**src/rtl/cell_updown_counter.sv**
```systemverilog
`default_nettype none
// ============================================================================
//  Module      : cell_updown_counter
//  Description : WIDTH-bit loadable up/down modulo counter built from a
//                ripple chain of full-adder cells feeding loadable count
//                registers. Provides synchronous clear, clamped load,
//                direction control, combinational terminal count and a
//                registered one-cycle wrap pulse.
//                Optional macro CNT_SATURATE_EN: counting saturates at the
//                limits instead of wrapping; wrap then pulses on every
//                enabled edge where the count was held at a limit.
//  Revision    : 1.0 - initial release
// ============================================================================
module cell_updown_counter #(
    parameter int WIDTH = 8,
    parameter int MAX   = 2**WIDTH-1
) (
    input  logic             clk,
    input  logic             rst,
    input  logic             clr,
    input  logic             ld,
    input  logic [WIDTH-1:0] ld_val,
    input  logic             en,
    input  logic             up,
    output logic [WIDTH-1:0] cnt,
    output logic             tc,
    output logic             wrap
);

    localparam logic [WIDTH-1:0] c_MAX  = WIDTH'(MAX);
    localparam logic [WIDTH-1:0] c_ZERO = '0;

    logic [WIDTH-1:0] r_cnt;
    logic             r_wrap;

    logic [WIDTH-1:0] w_addend;
    logic [WIDTH-1:0] w_carry;
    logic [WIDTH-1:0] w_sum;
    logic [WIDTH-1:0] w_ld_clamped;
    logic             w_at_limit;
    logic [WIDTH-1:0] w_cnt_nxt;
    logic             w_wrap_nxt;

    // Decrement adds all-ones with no carry-in; increment adds zero with
    // carry-in set. The final carry-out is never formed: limits are detected
    // by comparison, not by adder overflow.
    assign w_addend   = up ? c_ZERO : ~c_ZERO;
    assign w_carry[0] = up;

    generate
        for (genvar i = 0; i < WIDTH; i++) begin : g_fa
            assign w_sum[i] = r_cnt[i] ^ w_addend[i] ^ w_carry[i];
            if (i < WIDTH-1) begin : g_carry
                assign w_carry[i+1] = (r_cnt[i] & w_addend[i]) |
                                      (w_carry[i] & (r_cnt[i] ^ w_addend[i]));
            end
        end
    endgenerate

    // Limit in the current direction: MAX when counting up, 0 when down.
    assign w_at_limit   = up ? (r_cnt == c_MAX) : (r_cnt == c_ZERO);
    assign w_ld_clamped = (ld_val > c_MAX) ? c_MAX : ld_val;

    // Terminal count is suppressed whenever clear or load takes the edge.
    assign tc = en & ~clr & ~ld & w_at_limit;

    // Next-state selection in priority order clear > load > count > hold.
    always_comb begin
        w_cnt_nxt  = r_cnt;
        w_wrap_nxt = 1'b0;
        if (clr) begin
            w_cnt_nxt = c_ZERO;
        end else if (ld) begin
            w_cnt_nxt = w_ld_clamped;
        end else if (en) begin
            if (w_at_limit) begin
                w_wrap_nxt = 1'b1;
`ifdef CNT_SATURATE_EN
                w_cnt_nxt  = r_cnt;
`else
                w_cnt_nxt  = up ? c_ZERO : c_MAX;
`endif
            end else begin
                w_cnt_nxt = w_sum;
            end
        end
    end

    // Count and wrap registers; reset acts immediately, independent of clk.
    always_ff @(posedge clk or posedge rst) begin
        if (rst) begin
            r_cnt  <= c_ZERO;
            r_wrap <= 1'b0;
        end else begin
            r_cnt  <= w_cnt_nxt;
            r_wrap <= w_wrap_nxt;
        end
    end

    assign cnt  = r_cnt;
    assign wrap = r_wrap;

endmodule
`default_nettype wire

```
**config.mk**
```make
export PLATFORM = sky130hd
export DESIGN_NAME = cell_updown_counter
export DESIGN_NICKNAME = d
export VERILOG_FILES = /design/src/rtl/cell_updown_counter.sv
export SDC_FILE = /design/constraint.sdc
export NUM_CORES = 1
export LEC_CHECK = 0
export ABC_AREA = 1
export ABC_CLOCK_PERIOD_IN_PS = 3750
export BUFFER_PORTS_ARGS = -buffer_cell sky130_fd_sc_hd__clkbuf_2
export CORE_MARGIN = 5
export CORE_UTILIZATION = 46
export CTS_CLUSTER_DIAMETER = 40
export DETAILED_ROUTE_END_ITERATION = 12
export MAX_ROUTING_LAYER = met4
export PLACE_DENSITY = 0.73
export SYNTH_ARGS = -nofsm -noshare
export SYNTH_HDL_FRONTEND = slang
export SYNTH_SLANG_ARGS = --single-unit
```
**constraint.sdc**
```tcl
create_clock -name clk -period 3.75 [get_ports clk]
set_clock_uncertainty 0.15 [all_clocks]
set_input_delay 1.125 -clock clk [delete_from_list [all_inputs] [get_ports clk]]
set_output_delay 1.125 -clock clk [all_outputs]
set_load 0.005 [all_outputs]
```
==> qor.csv, run 1 <==
stage;metric;value;unit
setup_path;crit_type;input port to flop;
yosys;synth-simple-area-share;35.9;%
yosys;synth_xor_xnor_area_share;0;%
cts;cts_resized;0;
pwr;power.leakage;0.573;nW
setup_path;crit_path_max_incr_delay;0.43;ns
floorplan;core-area;0.00154;mm^2
yosys;ys_ff_latch;9;
yosys;synth.net_count;133;
setup_path;crit_buf_inv;5;
global_route;grtUsageTotal;17.5;%
sta;fin_crit;3.63;ns
cts;htree_levels;1;
yosys;yosys.area.top_type;dfrtp_1;
yosys;yosys_warnings;0;
cts;clk_path_buf_depth;2;
sta;worst_slew_pin_slew;0.561;ns
setup_path;path_common_cell;nand2_1;
route;wl_per_cell;12.0;um
setup_path;cp_data_arrival_time;3.65;ns
global_route;grt_pass1_vias;756;
setup_path;crit_chain;clkbuf_2 > clkinvlp_4 > fa_1 > fa_2 > inv_2 > fa_2 > fa_2 > fa_1 > inv_1 > fa_2 > inv_1 > nand2_1 > nand2_1 > nand2_1 > nand2_1 > nand2_1;
place;io_buffers;23;
yosys;syn_inst;113;
yosys;synth_top_area_share;29.6;%
layout;num_antenna_cells;0;
cts;cts_hold_buf;0;
layout;final_area;957;um^2
global_route;grt_pass1_wl;3320;um
yosys;synthTopCellsByArea;dfrtp_1 (30%), nand2_1 (26%), fa_1 (16%), inv_1 (9.4%), o21ai_0 (4.6%);
sta;final-max-slew-violation-count;0;
sta;relSlewSlack;62.4;%
place;dpl.hpwl;1540;um
sta;fin_tns_setup;0;ns
cts;numClockSinks;9;
floorplan;initial_core_util;49.4;%
yosys;synth_adder_area_share;15.8;%
yosys;syn_avg_cell_area;6.73;um^2
sta;rsz0062_at_grt;true;
setup_path;path_max_fanout;2;
route;drtPass1Iterations;4;
pwr;swShare;38.0;%
pwr;combPwrFrac;36.5;%
yosys;synthFlopType;dfrtp_1;
pwr;p_seq_share;37.9;%
cts;cts_tree;built;
pwr;pwr-share-clk;25.6;%
route;drtIter0Drc;10;
flow_run;max_cap_viol_count;0;
place;gp_congestion;0.854;
yosys;synth_mux_area_share;0;%
cts;clk_latency;0.28;ns
min_path;min_path_type;flop to flop;
setup_path;cp-start-kind;input port;
sta;final_hold_viol_count;0;
route;drc_errors;0;
pwr;power_density;330;mW/mm^2
pwr;internal_power;0.000196;W
pwr;peakVddDrop;0.260;mV
cts;clkSlewWorstSetupHoldPaths;0.07;ns
setup_path;cp_top_family;adder cells;
cts;cts-root-buf;clkbuf_4;
place;dpl_cell_area;920;um^2
global_route;grt_antenna_before_repair;0;
yosys;yosysMostFrequentCell;nand2_1;
layout;areaGrowthSynthToFinish;25.8;%
cts;cts_setup_buffers;0;
route;drt-vias-per-instance;4.82;
yosys;synth_edf_count;0;
global_route;grt_overflow_total;0;
cts;cts_made_buffers;3;
setup_path;critical_path.slowest_cell;fa_2;
yosys;synth_common_cells;nand2_1 (53), inv_1 (19), dfrtp_1 (9);
floorplan;rows;14;
sta;setup-violations-final;0;
yosys;synth_cell_types;18;
sta;fmax;276;MHz
yosys;yosysSeqAreaShare;29.6;%
route;vias;767;
outcome;status;finished clean;
layout;drive_gt1_share;29.4;%
yosys;synth_compound_area_share;7.57;%
sta;finalCritPeriodShare;96.7;%
setup_path;endpoint_kind;flop;
setup_path;required;3.77;ns
yosys;async_flop_share;100;%
route;drt_wl_total;1910;um
floorplan;die_h;50.7;um
floorplan;dieWidth;50.7;um
yosys;synth_top_family_by_area;simple AND/OR/NAND/NOR gates;
route;ant_nets;0;
sta;setup_ws;0.122;ns
layout;final_net_count;164;
global_route;grt_max_degree;11;
floorplan;die-area;0.00257;mm^2
floorplan;io_pins;24;
place;place_ws;-0.221;ns
pwr;switchingPower;0.000120;W
yosys;syn_area;761;um^2
==> logic make-up (layout without fill, tap and decap cells) <==
kind of cell	after synthesis	count (layout)
buffers and inverters	21	51
AOI/OAI and AO/OA	11	11
DFF	9	9
and+or+nand+nor	66	66
adders and majority gates	6	6
==> cells in the final DEF (no fill, tap or decap) <==
| cell | count |
|---|---|
| nor3_2 | 1 |
| a21oi_1 | 2 |
| inv_1 | 17 |
| buf_4 | 4 |
| clkbuf_4 | 3 |
| o31ai_1 | 1 |
| or2_0 | 1 |
| nor2_1 | 4 |
| dfrtp_1 | 9 |
| nor2_2 | 1 |
| nand2_1 | 53 |
| or2_1 | 1 |
| fa_1 | 2 |
| nand3_1 | 1 |
| clkbuf_2 | 23 |
| o21ai_1 | 1 |
| nand4_1 | 2 |
| fa_2 | 4 |
| inv_2 | 2 |
| nand2_2 | 2 |
| clkinvlp_4 | 1 |
| clkinv_2 | 1 |
| o21ai_0 | 7 |
==> sequential cells by signal, indices dropped and copies added (netlist names) <==
register,cells
wrap,1
cnt,8
==> path summary, 6_finish.rpt <==
| path | start | to | cells after the start | slack, ns |
|---|---|---|---|---|
| min reg2reg | cnt[5]$_DFFE_PP0P_ | cnt[5]$_DFFE_PP0P_ | 2 | 0.39 |
| min | cnt[5]$_DFFE_PP0P_ | cnt[5]$_DFFE_PP0P_ | 2 | 0.39 |
| min in group asynchronous | rst | wrap$_DFF_PP0_ | 2 | 0.63 |
| max reg2reg | cnt[0]$_DFFE_PP0P_ | cnt[6]$_DFFE_PP0P_ | 14 | 0.66 |
| max in group asynchronous | rst | cnt[2]$_DFFE_PP0P_ | 2 | 2.56 |
| max | up | cnt[6]$_DFFE_PP0P_ | 16 | 0.12 |
==> area by class of cell <==
type,count,area [um^2]
timing repair buffer,27,145
tap,16,20.0
inverter,20,78.8
clock inverter,1,5.00
sequential,9,225
fill,152,584
multi-input combinational,83,460
clock buffer,3,22.5
==> tightest hold or removal path: stages (launching register included) <==
cell     delay [ns]
dfrtp_1        0.39
nand2_1        0.07
nand2_1        0.06
==> metal layers <==
metal	vias up	part of all wire (%)	track usage (%)
met5	-	0	-
met4	0	2.4	9.36
met3	4	6.1	3.55
met2	22	47	27.3
met1	346	44	21.0
li1	395	-	-
==> metrics by stage <==
stage	total power, W	cells	hold slack (ns)	utilization (%)
4_1_cts	0.000314	159	0.392	61.4
2_1_floorplan	0.000193	113	0.363	-
3_3_place_gp	0.000230	155	0.377	59.7
5_1_grt	0.000347	159	0.425	62.1
3_5_place_dp	0.000234	155	0.374	59.7
6_report	0.000316	159	0.394	62.1
==> power by group through the flow <==
stage | Sequential [W] | Combinational [W] | Clock, W
floorplan | 0.000119 | 0.0000739 | 0
global placement | 0.000121 | 0.000109 | 0
detailed placement | 0.000122 | 0.000113 | 0
CTS | 0.000120 | 0.000114 | 0.0000799
global route | 0.000122 | 0.000138 | 0.0000867
finish | 0.000120 | 0.000115 | 0.0000809
Power figures use the tool's default switching activity.
==> run 2: changes to the inputs <==
--- a/config.mk
+++ b/config.mk
@@ -12,7 +12,6 @@
 export CORE_UTILIZATION = 46
 export CTS_CLUSTER_DIAMETER = 40
 export DETAILED_ROUTE_END_ITERATION = 12
-export MAX_ROUTING_LAYER = met4
 export PLACE_DENSITY = 0.73
 export SYNTH_ARGS = -nofsm -noshare
 export SYNTH_HDL_FRONTEND = slang
==> run 2 against run 1 <==
Net effect:
- power is essentially flat
- sequential share of layout area did not move
- via count unchanged
- register-to-register slack barely moved
- non-clock buffer count is the same
- global-route usage decreased by 0.51 points
- clock power about the same
- fmax about the same
- count of clock-buffer cells in the layout unchanged
- sequential cell count did not move
- largest cell class unchanged
==> qor.csv, run 2 (same netlist as run 1, synthesis figures left out) <==
stage;metric;value;unit;change
setup_path;crit_type;input port to flop;;unchanged
layout;fillCellCount;152;;unchanged
setup_path;r2r-end;cnt[6]$_DFFE_PP0P_;;unchanged
cts;clk_path_buf_depth;2;;unchanged
setup_path;path_common_cell;nand2_1;;unchanged
setup_path;crit_path_max_incr_delay;0.43;ns;about the same
floorplan;dieWidth;50.7;um;unchanged
route;vias;767;;unchanged
cts;cts_setup_buffers;0;;unchanged
outcome;status;finished clean;;unchanged
cts;cts_hold_buf;0;;unchanged
setup_path;crit_chain;clkbuf_2 > clkinvlp_4 > fa_1 > fa_2 > inv_2 > fa_2 > fa_2 > fa_1 > inv_1 > fa_2 > inv_1 > nand2_1 > nand2_1 > nand2_1 > nand2_1 > nand2_1;;unchanged
sta;worst_slew_pin_slew;0.561;ns;about the same
global_route;grt_antenna_before_repair;0;;unchanged
floorplan;die-area;0.00257;mm^2;unchanged
global_route;grt_pass1_vias;756;;unchanged
setup_path;cp-start-kind;input port;;unchanged
min_path;min_path_type;flop to flop;;unchanged
floorplan;core-area;0.00154;mm^2;unchanged
place;io_buffers;23;;unchanged
layout;num_antenna_cells;0;;unchanged
sta;final-max-slew-violation-count;0;;unchanged
global_route;grt_pass1_wl;3330;um;was 3320 um
place;gp_congestion;0.841;;was 0.854
layout;multiInputGateArea;460;um^2;unchanged
route;drtIter0Drc;10;;unchanged
layout;regArea;225;um^2;unchanged
route;drtPass1Iterations;4;;unchanged
place;place_ws;-0.221;ns;unchanged
floorplan;io_pins;24;;unchanged
cts;cts_tree;built;;unchanged
floorplan;die_h;50.7;um;unchanged
setup_path;endpoint_kind;flop;;unchanged
pwr;power_density;330;mW/mm^2;about the same
sta;setup_ws;0.122;ns;about the same
flow_run;max_cap_viol_count;0;;unchanged
layout;areaGrowthSynthToFinish;25.8;%;unchanged
sta;fin_crit;3.63;ns;about the same
setup_path;cp_top_family;adder cells;;unchanged
global_route;grt_max_degree;11;;unchanged
pwr;power.leakage;0.573;nW;unchanged
cts;clk_latency;0.28;ns;about the same
pwr;peakVddDrop;0.260;mV;unchanged
setup_path;r2r-start;cnt[0]$_DFFE_PP0P_;;unchanged
cts;htree_levels;1;;unchanged
setup_path;cp_data_arrival_time;3.65;ns;about the same
route;ant_nets;0;;unchanged
floorplan;rows;14;;unchanged
min_path;hold_path_end;cnt[5]$_DFFE_PP0P_;;unchanged
sta;relSlewSlack;62.4;%;unchanged
sta;final_hold_viol_count;0;;unchanged
setup_path;required;3.77;ns;about the same
min_path;hp-start;cnt[5]$_DFFE_PP0P_;;unchanged
route;wl_per_cell;12.0;um;unchanged
sta;setup-violations-final;0;;unchanged
global_route;grtUsageTotal;17.0;%;was 17.5%
setup_path;worstRegToRegCells;14;;unchanged
setup_path;crit_buf_inv;5;;unchanged
route;drt_wl_total;1910;um;unchanged
setup_path;path_max_fanout;2;;unchanged
place;dpl.hpwl;1540;um;unchanged
sta;fmax;276;MHz;about the same
min_path;hold_depth;2;;unchanged
setup_path;critical_path.slowest_cell;fa_2;;unchanged
layout;drive_gt1_share;29.4;%;unchanged
sta;finalCritPeriodShare;96.7;%;about the same
floorplan;initial_core_util;49.4;%;unchanged
layout;final_common_cell;nand2_1;;unchanged
route;drt-vias-per-instance;4.82;;unchanged
layout;finalNonFillerCells;159;;unchanged
place;numPlacedInstances;155;;unchanged
cts;numClockSinks;9;;unchanged
route;drc_errors;0;;unchanged
cts;cts-root-buf;clkbuf_4;;unchanged
global_route;grt_overflow_total;0;;unchanged
layout;mostFrequentLayoutCells;nand2_1 (53), clkbuf_2 (23), inv_1 (17), dfrtp_1 (9), o21ai_0 (7);;unchanged
sta;fin_tns_setup;0;ns;unchanged
layout;largest_reg_flops;8;;unchanged
cts;clkSlewWorstSetupHoldPaths;0.07;ns;about the same
setup_path;reg2reg_slack;0.66;ns;about the same
sta;rsz0062_at_grt;true;;unchanged
layout;final_net_count;164;;unchanged
cts;cts_made_buffers;3;;unchanged
## run 2: cell counts in the layout (fill, tap and decap cells not counted)
No cell type changed its count.
## run 2: worst max-delay path by stage
stage               start            endpoint  slack, ns  depth (start not counted)
finish                 up  cnt[6]$_DFFE_PP0P_       0.12                         16
global placement       up  cnt[6]$_DFFE_PP0P_      -0.13                         16
CTS                    up  cnt[6]$_DFFE_PP0P_       0.08                         16
floorplan              up  cnt[6]$_DFFE_PP0P_       0.03                         15
detailed placement     up  cnt[6]$_DFFE_PP0P_      -0.22                         16
global route           up  cnt[6]$_DFFE_PP0P_     -0.009                         16
## run 2: per-stage QoR
stage / utilization, % / total power, W / area, um^2 / hold slack (ns)
after CTS: 61.4 / 0.000314 / 947 / 0.392
after floorplan: - / 0.000193 / 764 / 0.363
final: 62.1 / 0.000316 / 957 / 0.394
after detailed placement: 59.7 / 0.000234 / 920 / 0.374
after global routing: 62.1 / 0.000347 / 957 / 0.425
after global placement: 59.7 / 0.000230 / 920 / 0.377
## run 2: area by class of cell
class                           instances  area share (%)
Clock buffer                            3            2.35
Clock inverter                          1           0.523
Inverter                               20            8.24
Multi-Input combinational cell         83            48.1
Sequential cell                         9            23.5
Tap cell                               16            2.09
Timing Repair Buffer                   27            15.2
## run 2: metal layers
metal | up-vias | GRT usage [%] | routed length, um
li1 | 395 | - | -
met1 | 346 | 21.0 | 845
met2 | 22 | 27.3 | 902
met3 | 4 | 3.55 | 117
met4 | 0 | 9.36 | 46
met5 | - | 0 | 0
## run 2: power breakdown
group / total (W) / internal [W] / switching [W]
Sequential: 0.000120 / 0.000106 / 0.0000138
Clock: 0.0000809 / 0.0000396 / 0.0000413
Combinational: 0.000115 / 0.0000503 / 0.0000651
## run 2: timing repair
item | in CTS | in global routing
gates resized for setup | 0 | 5
endpoints found under the setup margin | 0 | 2
endpoints found under the hold margin | 0 | 0
## run 2: tightest hold or removal path, cell delays in order (launching register included)
cell and delay [ns]:
dfrtp_1 0.39, nand2_1 0.07, nand2_1 0.06
